--- config.mk ---
export PLATFORM = sky130hd
export DESIGN_NAME = button_irq_ctrl_flat
export DESIGN_NICKNAME = d
export VERILOG_FILES = /design/src/rtl/button_irq_ctrl_if.sv /design/src/rtl/button_irq_ctrl.sv /design/src/flat_wrapper.sv
export SDC_FILE = /design/constraint.sdc
export NUM_CORES = 1
export LEC_CHECK = 0
export CORE_ASPECT_RATIO = 0.8
export CORE_MARGIN = 5
export CORE_UTILIZATION = 45
export CTS_CLUSTER_DIAMETER = 200
export DETAILED_ROUTE_END_ITERATION = 10
export HOLD_SLACK_MARGIN = 0.03
export PLACE_DENSITY = 0.72
export SETUP_SLACK_MARGIN = 0.3
export SYNTH_ARGS = -nofsm -noshare
export SYNTH_HDL_FRONTEND = slang
export SYNTH_HIERARCHICAL = 1
export SYNTH_SLANG_ARGS = --single-unit
--- constraint.sdc ---
create_clock -name clk -period 4 [get_ports clk]
set_clock_uncertainty 0.1 [all_clocks]
set_input_delay 0.8 -clock clk [delete_from_list [all_inputs] [get_ports clk]]
set_output_delay 0.8 -clock clk [all_outputs]
set_load 0.005 [all_outputs]
--- src/rtl/button_irq_ctrl_if.sv ---
// Button interrupt controller bus.
// The cpu side (master) drives the raw buttons, the enable mask and the ack/clear
// pulses. The controller (slave) returns the interrupt vector, the winning id and
// the sticky overflow flags.
//  buttons   raw async button levels   (master -> slave)
//  enable    per-source mask           (master -> slave)
//  ack       1-cycle ack pulse          (master -> slave)
//  ack_id    source index being acked  (master -> slave)
//  clear_all 1-cycle global clear       (master -> slave)
//  intr      pending & enable, zero-ext (slave -> master)
//  irq_any   |intr                      (slave -> master)
//  irq_id    lowest set index of intr   (slave -> master)
//  overflow  sticky press-while-pending (slave -> master)
interface button_irq_ctrl_if #(
  parameter int N_SRC  = 4,
  parameter int INTR_W = 8,
  parameter int ID_W   = 3
);
  logic [N_SRC-1:0]  buttons;
  logic [N_SRC-1:0]  enable;
  logic              ack;
  logic [ID_W-1:0]   ack_id;
  logic              clear_all;
  logic [INTR_W-1:0] intr;
  logic              irq_any;
  logic [ID_W-1:0]   irq_id;
  logic [N_SRC-1:0]  overflow;

  modport master (
    output buttons, enable, ack, ack_id, clear_all,
    input  intr, irq_any, irq_id, overflow
  );

  modport slave (
    input  buttons, enable, ack, ack_id, clear_all,
    output intr, irq_any, irq_id, overflow
  );
endinterface

--- src/rtl/button_irq_ctrl.sv ---
// button_lane: one button source.
// Runs a 2-flop synchroniser, converts polarity to active-high "pressed" and
// debounces. It emits a 1-cycle press pulse on an accepted 0->1 edge.
//  clk, reset  clock, synchronous active-high reset
//  raw         raw asynchronous button level
//  press       registered 1-cycle pulse on accepted press
module button_lane #(
  parameter int DEB_CYCLES = 16,
  parameter bit ACTIVE_LOW = 1'b1
) (
  input  logic clk,
  input  logic reset,
  input  logic raw,
  output logic press
);
  localparam int        CW   = $clog2(DEB_CYCLES + 1);
  localparam logic [CW-1:0] LAST = CW'(DEB_CYCLES - 1);
  // Raw level of a released button, so reset leaves the synchroniser idle.
  localparam logic      REL  = ACTIVE_LOW ? 1'b1 : 1'b0;

  logic [1:0]    sync;
  logic [CW-1:0] cnt;
  logic          stable;
  logic          pressed;

  assign pressed = ACTIVE_LOW ? ~sync[1] : sync[1];

  // The counter commits at LAST and restarts from 0, so it never passes LAST.
  // It can neither wrap nor overflow.
  always_ff @(posedge clk) begin
    if (reset) begin
      sync   <= {2{REL}};
      cnt    <= '0;
      stable <= 1'b0;
      press  <= 1'b0;
    end else begin
      sync  <= {sync[0], raw};
      press <= 1'b0;
      if (pressed == stable) begin
        cnt <= '0;
      end else if (cnt == LAST) begin
        stable <= pressed;
        cnt    <= '0;
        press  <= pressed;   // only the 0->1 edge is an event
      end else begin
        cnt <= cnt + 1'b1;
      end
    end
  end
endmodule

// button_irq_ctrl: N_SRC debounced buttons -> sticky pending bits -> masked intr.
//  clk       system clock
//  reset     synchronous active-high reset, dominates everything
//  bus       button_irq_ctrl_if slave: buttons/enable/ack/ack_id/clear_all in,
//            intr/irq_any/irq_id/overflow out (all outputs registered)
module button_irq_ctrl #(
  parameter int N_SRC      = 4,
  parameter int INTR_W     = 8,
  parameter int DEB_CYCLES = 16,
  parameter bit ACTIVE_LOW = 1'b1,
  parameter int ID_W       = 3
) (
  input  logic clk,
  input  logic reset,
  button_irq_ctrl_if.slave bus
);
  logic [N_SRC-1:0]  raw;
  logic [N_SRC-1:0]  press;
  logic [N_SRC-1:0]  ack_hit;
  logic [N_SRC-1:0]  pend, pend_nxt;
  logic [N_SRC-1:0]  ovf, ovf_nxt;
  logic [INTR_W-1:0] intr_q, intr_nxt;
  logic              any_q, any_nxt;
  logic [ID_W-1:0]   id_q, id_nxt;

  assign raw = bus.buttons;

  button_lane #(
    .DEB_CYCLES (DEB_CYCLES),
    .ACTIVE_LOW (ACTIVE_LOW)
  ) u_lane [N_SRC-1:0] (
    .clk   (clk),
    .reset (reset),
    .raw   (raw),
    .press (press)
  );

  // Per-bit priority: clear_all > press > ack. A press that lands together with
  // an ack wins, so that press is not lost, and overflow keeps its value.
  // An ack_id beyond N_SRC matches no bit.
  always_comb begin
    ack_hit  = '0;
    pend_nxt = pend;
    ovf_nxt  = ovf;
    for (int i = 0; i < N_SRC; i++) begin
      ack_hit[i] = bus.ack && (bus.ack_id == ID_W'(i));
      if (bus.clear_all) begin
        pend_nxt[i] = 1'b0;
        ovf_nxt[i]  = 1'b0;
      end else if (press[i]) begin
        pend_nxt[i] = 1'b1;
        if (pend[i] && !ack_hit[i]) ovf_nxt[i] = 1'b1;
      end else if (ack_hit[i]) begin
        pend_nxt[i] = 1'b0;
        ovf_nxt[i]  = 1'b0;
      end
    end
  end

  // The outputs are derived from next-state pending. This way intr moves on the
  // same edge as pending. The downward scan leaves the lowest set index in id_nxt.
  always_comb begin
    intr_nxt              = '0;
    intr_nxt[N_SRC-1:0]   = pend_nxt & bus.enable;
    any_nxt               = |intr_nxt;
    id_nxt                = '0;
    for (int i = N_SRC - 1; i >= 0; i--) begin
      if (intr_nxt[i]) id_nxt = ID_W'(i);
    end
  end

  always_ff @(posedge clk) begin
    if (reset) begin
      pend   <= '0;
      ovf    <= '0;
      intr_q <= '0;
      any_q  <= 1'b0;
      id_q   <= '0;
    end else begin
      pend   <= pend_nxt;
      ovf    <= ovf_nxt;
      intr_q <= intr_nxt;
      any_q  <= any_nxt;
      id_q   <= id_nxt;
    end
  end

  assign bus.intr     = intr_q;
  assign bus.irq_any  = any_q;
  assign bus.irq_id   = id_q;
  assign bus.overflow = ovf;
endmodule

--- src/flat_wrapper.sv ---
// flat-port wrapper written by rule: the top's interface ports become plain ports
module button_irq_ctrl_flat 
#(
  parameter int N_SRC      = 4,
  parameter int INTR_W     = 8,
  parameter int DEB_CYCLES = 16,
  parameter bit ACTIVE_LOW = 1'b1,
  parameter int ID_W       = 3
)
  (clk, reset, bus_buttons, bus_enable, bus_ack, bus_ack_id, bus_clear_all, bus_intr, bus_irq_any, bus_irq_id, bus_overflow);
  button_irq_ctrl_if #(.N_SRC(N_SRC), .INTR_W(INTR_W), .ID_W(ID_W)) bus_i ();
  input  logic clk;
  input  logic reset;
  input wire logic [$bits(bus_i.buttons)-1:0] bus_buttons;
  input wire logic [$bits(bus_i.enable)-1:0] bus_enable;
  input wire logic [$bits(bus_i.ack)-1:0] bus_ack;
  input wire logic [$bits(bus_i.ack_id)-1:0] bus_ack_id;
  input wire logic [$bits(bus_i.clear_all)-1:0] bus_clear_all;
  output wire logic [$bits(bus_i.intr)-1:0] bus_intr;
  output wire logic [$bits(bus_i.irq_any)-1:0] bus_irq_any;
  output wire logic [$bits(bus_i.irq_id)-1:0] bus_irq_id;
  output wire logic [$bits(bus_i.overflow)-1:0] bus_overflow;
  assign bus_i.buttons = bus_buttons;
  assign bus_i.enable = bus_enable;
  assign bus_i.ack = bus_ack;
  assign bus_i.ack_id = bus_ack_id;
  assign bus_i.clear_all = bus_clear_all;
  assign bus_intr = bus_i.intr;
  assign bus_irq_any = bus_i.irq_any;
  assign bus_irq_id = bus_i.irq_id;
  assign bus_overflow = bus_i.overflow;
  button_irq_ctrl #(.N_SRC(N_SRC), .INTR_W(INTR_W), .DEB_CYCLES(DEB_CYCLES), .ACTIVE_LOW(ACTIVE_LOW), .ID_W(ID_W)) u_core (.clk(clk), .reset(reset), .bus(bus_i));
endmodule
== Yosys cells after proc, flatten, opt, wreduce, memory -nomap -nowiden ==
Cells that the tools add are included.

* Bits in registers: 56
* Latch bits: 0
* RAM bits: 0
* Memory bits (read-only): 0
* Output and inout port bits: 16
* Logic and storage cells: 124
* Memories: 0

* Add/subtract/negate cells: 4
* Multipliers: 0
* Div/mod/pow operators: 0
* Magnitude comparators: 0
* Equality and inequality tests: 15
* Shift-type cells: 0
* Muxes and demuxes: 27
* Bitwise operators: 13
* Reductions and logical operators: 38

{| class="wikitable"
|+ Operators by type and width
! cell !! number
|-
| OR reduction 3 bit || 9
|-
| 2-to-1 mux 1 bit || 25
|-
| adder 5 x 1 -> 5 bit (second input constant) || 4
|-
| equality test 5 x 4 -> 1 bit (second input constant) || 4
|-
| AND reduction 2 bit || 8
|-
| inverter 1 bit || 12
|-
| logical AND 1 bit || 8
|-
| != test 2 x 1 -> 1 bit (second input constant) || 4
|-
| nonzero test 2 bit || 4
|-
| OR reduction 4 bit || 2
|-
| equality test 3 x 2 -> 1 bit (second input constant) || 2
|-
| AND 4 bit || 1
|-
| equality test 1 bit || 4
|-
| logical NOT 1 bit || 4
|-
| 2-to-1 mux 2 bit || 2
|-
| OR reduction 2 bit || 2
|-
| equality test 3 x 1 -> 1 bit (second input constant) || 1
|-
| logical NOT 3 bit || 1
|}

== Logic depth before layout (Yosys ltp) ==
Gate-level depths: netlist (run 1).

* Depth after elaboration: 9
* Mapped depth: 5
* Gate-level depth less buffers: 5

== Cells and area by module ==
The synthesis (run 1) kept the hierarchy.

{| class="wikitable"
|+ Modules (own cells, without submodules)
! module !! instances !! cells each !! area an instance (um2) !! sequential area each (um2)
|-
| button_lane || 4 || 29 || 312.8 || 180.2
|-
| button_irq_ctrl || 1 || 63 || 610.6 || 300.3
|}

== Least setup slack after synthesis (run 1) ==
No wires, ideal clock.

* Path kind: input port to flip-flop
* From: in bus_ack_id[2]
* To: reg u_core.id_q[1] (netlist: u_core/bus.irq_id[1])
* Setup time: 0.072 ns
* Arrival time: 1.783 ns
* Data required time: 3.828 ns
* Path slack: 2.044 ns
* Cell stages on the path: 4
* Buffers on the path: 0
* Cell sequence: or4b_4 > a31oi_4 > nand2b_2 > nor3b_2

* Longest elaborated chain between the ends: 8
* Elaborated cells on any way between the ends: 24

{| class="wikitable"
|+ RTL lines
! what !! RTL line !! source
|-
| start, declared || flat_wrapper.sv:17 || <nowiki>input wire logic [$bits(bus_i.ack_id)-1:0] bus_ack_id;</nowiki>
|-
| equality test 3 x 2 -> 1 bit || button_irq_ctrl.sv:97 || <nowiki>ack_hit[i] = bus.ack && (bus.ack_id == ID_W'(i));</nowiki>
|-
| logical AND 1 bit || button_irq_ctrl.sv:97 ||
|-
| 2-to-1 mux 1 bit || button_irq_ctrl.sv:104 || <nowiki>end else if (ack_hit[i]) begin</nowiki>
|-
| 2-to-1 mux 1 bit || button_irq_ctrl.sv:101 || <nowiki>end else if (press[i]) begin</nowiki>
|-
| 2-to-1 mux 1 bit || button_irq_ctrl.sv:98 || <nowiki>if (bus.clear_all) begin</nowiki>
|-
| AND 4 bit (*) || button_irq_ctrl.sv:115 || <nowiki>intr_nxt[N_SRC-1:0] = pend_nxt & bus.enable;</nowiki>
|-
| 2-to-1 mux 2 bit (2 in series) || button_irq_ctrl.sv:119 || <nowiki>if (intr_nxt[i]) id_nxt = ID_W'(i);</nowiki>
|-
| end signal, assigned || button_irq_ctrl.sv:135 || <nowiki>id_q <= id_nxt;</nowiki>
|-
| end, declared || button_irq_ctrl.sv:75 || <nowiki>logic [ID_W-1:0] id_q, id_nxt;</nowiki>
|}

Mark *: on every way between the ends. The rest lies on a longest branch, timed or not.
A chain may end at the register's enable or synchronous reset.

== Worst setup path in the final report (run 1) ==
* From: in reset
* To: reg u_core.id_q[1] (netlist: u_core/bus.irq_id[1])

* Longest elaborated chain between the ends: 1

{| class="wikitable"
|+ RTL lines
! what !! RTL line !! source
|-
| start, declared || flat_wrapper.sv:13 || <nowiki>input logic reset;</nowiki>
|-
| OR reduction 3 bit (no line) || - ||
|}

No other way between the ends.

==> key figures, run 1 <==
Detailed routing
  – Wire per inst: 11.05 um
  – Post-DRT Antenna Nets: 0
  – Initial DRT Pass Iterations: 4
  – Drc violations: 0
  – Drt via density: 4.596
  – Iteration-0 DRC Markers: 73
  – Final wirelength: 2928 um
  – Vias: between 1000 and 1500

Clock network
  – Post-CTS resize count: 0
  – Root Driver: clkbuf_8
  – Longest Clk Path Bufs: 2
  – CTS tree: done
  – Postcts setup bufs: 0
  – Worst-skew pair later-pin latency: 0.30 ns
  – Register clock-pin slew on the reported worst setup and hold paths: 0.09 ns
  – TritonCTS Buffers: 5
  – H-tree depth: 2
  – Clock Sinks: 51
  – Hold-fix buffers at CTS: 0

Logic synthesis
  – Sequential share of the synthesized area: 54.84%
  – FF+latch count, synth: 51
  – Area leader, netlist: dfxtp_1
  – Synth Warn #: 6
  – Post-synth EDFFs: 0
  – Post-Syn Area: between 1500 and 2000 sq um
  – Share of the synthesized area in the top cell type: 54.84%
  – Main area contributors after synthesis: dfxtp_1 (55%), nor2_1 (6.0%), ha_1 (5.4%), xor2_1 (3.8%), or2_2 (2.7%)
  – Async set-reset flop share out of synthesis: 0%
  – Top_reg_cell synth: dfxtp_1
  – Synth Instances: 179
  – Synth cell types: 31
  – Mean Syn Cell Area: 10.40 sq um

Power
  – Leakage: 0.8374 nW
  – VDD IR max: 0.2547 mV
  – Power Density: 417.6 nW/um^2

Global routing
  – Tot GR Track Use: 12.27%
  – GR Overflow Total: 0
  – Met1 demand-to-capacity share in global routing: 14.75%
  – Number of global-route vias before repair: 1166
  – GRT busiest layer: met2
  – Global-route wire length before repair: 5050 um
  – Met2 usage: between 10% and 20%
  – Initial antenna violation count: 0
  – Routing usage on met3: 4.133%
  – Maximum number of pins on one net before global-route repair: 22

Floorplanning
  – Rows: 20
  – Die width: 81.92 um
  – Num ports: 31
  – Initial Util: 47.69%
  – Die Span Y: 67.53 um
  – Die area: 5532 sq um
  – Placeable Area: 3904 sq um

STA
  – Final hold violations: 0
  – Max Slew Vio Count: 0
  – Min cycle time layout: 2.206 ns
  – Setup_tns: 0 ns
  – Fin crit share: 55.15%
  – Relative slew slack: 58.95%
  – # setup viols final: 0
  – Hold_ws: 0.3141 ns
  – Achievable frequency: 453.3 MHz
  – Actual slew at the worst max-slew pin: about 0.6 ns
  – RSZ-0062 raised after global routing: false

Critical path
  – Critical Path RT: around 4 ns
  – R2R cell count: 5
  – Levels on crit path: 4
  – Worst setup path class: input pin to flop
  – Crit-path cells: clkdlybuf4s50_1, or2_4, nand2b_2, nor3b_2
  – CP max-delay cell: clkdlybuf4s50_1
  – CP arrival: about 2.3 ns
  – Critical path's top delay family: simple AND/OR/NAND/NOR gates
  – Critical Path Start Type: input pin
  – CP Max Fanout: 21
  – Bufs and invs on worst path: 1
  – Max stage delay on crit path: 0.72 ns
  – Crit path capture type: flop

Layout
  – N_diodes: 0
  – Layout area overhead: 22.85%
  – Layout Nets: 232
  – Share of cells above drive strength 1: 11.43%

Placement
  – Routability congestion estimate from global placement: 0.7651
  – Number of I/O port buffers: 25
  – DP Wirelength: 2123 um

Run
  – Max-cap violations: 0

Status
  – Status: completed

Worst hold path
  – Hold Path Class: flop to flop
  – Hold depth: 1
-- area by class of cell --
type | instances | area [sq um]
Sequential cell | 51 | 1021
Fill cell | 352 | 1617
Timing Repair Buffer | 25 | 250.2
Clock buffer | 6 | 72.57
Clock inverter | 2 | 60.06
Tap cell | 55 | 68.82
Multi-Input combinational cell | 117 | 780.7
Inverter | 9 | 33.78
-- through the flow --
stage	power, mW	util (%)	worst slack (ns)	cell area [sq um]	std cells
floorplan	0.5440	-	2.044	1877	183
global placement	0.5604	55.19	1.489	2155	257
detailed placement	0.5612	55.19	1.465	2155	257
CTS	0.9684	58.59	1.755	2287	265
global route	0.9987	58.59	1.645	2287	265
finish	0.9551	58.59	1.794	2287	265
-- cell usage after synthesis (4+ instances only) --
cell type  number
nor4b_1         4
xnor2_1         4
xor2_1          8
nor2_1         30
inv_1           9
or3_4           4
and3_1          4
a21oi_1         9
buf_4           5
dfxtp_1        51
or2_2           8
ha_1            8
a211oi_1        4
nand3_1         8
-- worst paths after layout --
kind	start	endpoint	slack (ns)
setup reg to reg	u_core/u_lane[0]/cnt[0]	u_core/u_lane[0]/cnt[4]	2.39
hold / removal	u_core/u_lane[2]/sync[0]	u_core/u_lane[2]/sync[1]	0.31
hold reg to reg	u_core/u_lane[2]/sync[0]	u_core/u_lane[2]/sync[1]	0.31
setup / recovery	reset	u_core/bus.irq_id[1]	1.79
-- cell families after synthesis --
group,after synthesis,synth area share (%)
compound gates,21,7.325
xor+xnor,12,5.645
fa+ha+maj,8,5.377
buf+inv,15,4.032
flops,51,54.84
other cells,1,0.2014
simple gates,71,22.58
-- layer usage --
metal / vias up / share of wire, %
li1: 651 / -
met1: 531 / 49
met2: 33 / 43
met3: 3 / 7.4
met4: 0 / 1.1
met5: - / 0
-- cell usage in the layout (no fill, tap or decap) --
master / count
dfxtp_1: 51
nor2_1: 30
clkdlybuf4s50_1: 25
inv_1: 9
a21oi_1: 9
nand3_1: 8
or2_2: 8
xor2_1: 8
ha_1: 8
clkbuf_8: 5
conb_1: 5
and3_1: 4
nor4b_1: 4
or3_4: 4
a211oi_1: 4
xnor2_1: 4
and2_1: 3
o21ai_0: 3
bufinv_16: 2
nand4bb_1: 2
a31oi_1: 2
clkbuf_1: 1
nand4b_1: 1
o21a_1: 1
or4b_4: 1
a31oi_4: 1
nand2b_1: 1
or2_4: 1
nand3b_1: 1
nand2b_2: 1
nor3b_2: 1
o21ai_1: 1
nor3_1: 1
-- flip-flops by register name, indices dropped and copies added (netlist names) --
signal,count
u_core/u_lane/stable,4
u_core/bus.intr,4
u_core/u_lane/cnt,20
u_core/u_lane/press,4
u_core/pend,4
u_core/bus.irq_any,1
u_core/bus.overflow,4
u_core/u_lane/sync,8
u_core/bus.irq_id,2
-- power by group --
part	switching (mW)	internal [mW]	total (mW)
clock network	0.156	0.250	0.406
registers	0.00270	0.512	0.515
logic	0.0146	0.0197	0.0343
total	0.173	0.782	0.955
No activity file was read; power rests on OpenSTA's default activity.
==> inputs of run 2 (changes only) <==
==> constraint.sdc (replaced) <==
create_clock -name clk -period 2.2 [get_ports clk]
set_clock_uncertainty 0.1 [all_clocks]
set_input_delay 0.44 -clock clk [delete_from_list [all_inputs] [get_ports clk]]
set_output_delay 0.44 -clock clk [all_outputs]
set_load 0.005 [all_outputs]
==> run 2 against run 1 <==
  * Combinational power rose by 87%
  * Flip-flop and latch count is the same
  * Critical path type unchanged
  * Power increased by 64%
  * Worst setup slack worse by 1.4 ns
  * Register-to-register slack got worse by 1.8 ns
  * Critical path depth grew 1
  * Cell count grew 0.38%
  * Die area is the same
  * Utilization is 0.48 points lower
  * Via count rose by 1.5%
  * Count of clock-buffer cells in the layout rose by 2
  * Global-route usage grew 0.063 points
==> key figures, run 2 (synthesized netlist as in run 1, its figures left out) <==
STA
  – Max Slew Vio Count: 0
  – Achievable frequency: roughly 550 MHz
  – Min cycle time layout: between 1.5 and 2 ns
  – Final hold violations: 0
  – RSZ-0062 raised after global routing: false
  – Fin crit share: 83.00%
  – # setup viols final: 0
  – Setup_tns: 0 ns

Critical path
  – Critical Path RT: between 2 and 2.5 ns
  – Worst setup path class: input pin to flop
  – Crit-path cells: clkdlybuf4s50_1, or4b_4, a31oi_4, nand2b_2, nor3b_2
  – Max stage delay on crit path: 0.53 ns
  – CP max-delay cell: clkdlybuf4s50_1
  – Bufs and invs on worst path: 1
  – R2R Setup Slk: about 0.57 ns
  – Critical path's top delay family: simple AND/OR/NAND/NOR gates
  – CP arrival: between 1.5 and 2 ns
  – Worst R2R End: u_core/u_lane[0]/cnt[3]
  – Crit path capture type: flop
  – Reg-to-Reg Start: u_core/u_lane[0]/cnt[0]
  – Worst setup endpoint: u_core/bus.irq_id[1]
  – CP Max Fanout: 4
  – Setup crit start: bus_ack
  – Critical Path Start Type: input pin
  – R2R cell count: 5
  – Levels on crit path: 5

Detailed routing
  – Post-DRT Antenna Nets: 0
  – Iteration-0 DRC Markers: 42
  – Wire per inst: 10.97 um
  – Top sig layer: met4
  – Met2 wire len: between 1000 and 1500 um
  – Vias: 1236
  – Drt via density: 4.647
  – Metal-1 WL: between 1000 and 1500 um
  – Met3 Wirelength: 286 um
  – Initial DRT Pass Iterations: 4
  – Drc violations: 0
  – Final wirelength: 2919 um

Layout
  – Fill count: 373
  – Layout area overhead: 21.84%
  – Max FFs per register: 20
  – Commonest non-fill, non-tap cells in the layout: dfxtp_1 (51), nor2_1 (30), clkdlybuf4s50_1 (25), inv_1 (9), a21oi_1 (9)
  – N_diodes: 0
  – Biggest regs: u_core/u_lane/cnt x20, u_core/u_lane/sync x8
  – Layout Nets: 233
  – Share of cells above drive strength 1: 12.32%
  – Most common library cell in the layout ignoring fill and taps: dfxtp_1
  – Biggest register: u_core/u_lane/cnt

Power
  – Pint: 1.255 mW
  – Power Density: approximately 700 nW/um^2
  – Leakage: about 0.83 nW
  – Gate power share: between 4 and 5%
  – Flop pwr share: 59.6%
  – Clock share of power: 36.3%
  – NetSw: 0.3147 mW
  – VDD IR max: 0.3854 mV
  – Sw Share: 20.05%
  – Overall Power: ~1.6 mW

Clock network
  – Postcts setup bufs: 0
  – Clock Sinks: 51
  – H-tree depth: 2
  – Hold-fix buffers at CTS: 0
  – Longest Clk Path Bufs: 2
  – CTS tree: done
  – Worst-skew pair later-pin latency: 0.30 ns
  – Root Driver: clkbuf_8
  – TritonCTS Buffers: 5
  – Register clock-pin slew on the reported worst setup and hold paths: 0.08 ns

Global routing
  – Tot GR Track Use: 12.34%
  – GR Overflow Total: 0
  – Global-route wire length before repair: 5009 um
  – Initial antenna violation count: 0
  – Number of global-route vias before repair: 1187
  – Maximum number of pins on one net before global-route repair: 15

Floorplanning
  – Initial Util: roughly 48%
  – Die area: roughly 5500 sq um
  – Placeable Area: about 4000 sq um
  – Die Span Y: 67.53 um
  – Num ports: 31
  – Die width: 81.92 um
  – Rows: 20

Worst hold path
  – Hold Path Class: flop to flop

Status
  – Status: completed

Run
  – Max-cap violations: 0

Placement
  – DP Wirelength: 2143 um
  – Number of I/O port buffers: 25
  – Routability congestion estimate from global placement: approximately 0.76
## run 2: layer usage
| layer | vias to the layer above | GRT usage [%] |
|---|---|---|
| met5 | - | 0 |
| met4 | 0 | 8.091 |
| met3 | 5 | 4.800 |
| met2 | 34 | 18.75 |
| met1 | 542 | 14.45 |
| li1 | 655 | - |
## run 2: layout make-up
type | count | area (sq um) | area share (%)
well taps | 55 | 68.82 | 3.034
multi-input cells | 117 | 787.0 | 34.69
clock buffers | 8 | 100.1 | 4.413
inverters | 9 | 33.78 | 1.489
repair buffers | 26 | 257.7 | 11.36
flip-flops and latches | 51 | 1021 | 45.01
## run 2: timing repair
| action | 4_1_cts | 5_1_grt |
|---|---|---|
| hold endpoints to repair | 0 | 0 |
| gates resized for setup | 0 | 1 |
| setup endpoints to repair | 0 | 2 |
## run 2: worst min path at each step
stage          cells past startpoint  slack (ns)                  endpoint                startpoint
2_1_floorplan                      1        0.29  u_core/u_lane[0]/sync[1]  u_core/u_lane[0]/sync[0]
3_3_place_gp                       1        0.29  u_core/u_lane[1]/sync[1]  u_core/u_lane[1]/sync[0]
3_5_place_dp                       1        0.29  u_core/u_lane[0]/sync[1]  u_core/u_lane[0]/sync[0]
4_1_cts                            1        0.32  u_core/u_lane[0]/sync[1]  u_core/u_lane[0]/sync[0]
5_1_grt                            1        0.33  u_core/u_lane[0]/sync[1]  u_core/u_lane[0]/sync[0]
6_report                           1        0.31  u_core/u_lane[0]/sync[1]  u_core/u_lane[0]/sync[0]
## run 2: power groups by stage
stage | Combinational [mW] | Sequential [mW] | Clock [mW]
2_1_floorplan | 0.0321 | 0.957 | 0
4_1_cts | 0.0648 | 0.936 | 0.594
6_report | 0.0643 | 0.936 | 0.569
3_5_place_dp | 0.0645 | 0.958 | 0
5_1_grt | 0.0718 | 0.938 | 0.640
3_3_place_gp | 0.0630 | 0.958 | 0
## run 2: through the flow
step	utilization [%]	worst slack, ns	area (sq um)	std cells	hold slack [ns]
global route	58.11	0.3150	2268	266	0.3304
CTS	57.95	0.3905	2262	266	0.3155
finish	58.11	0.3740	2268	266	0.3128
floorplan	-	0.6043	1877	183	0.2895
global placement	55.38	0.1064	2162	258	0.2901
detailed placement	55.38	0.06485	2162	258	0.2929
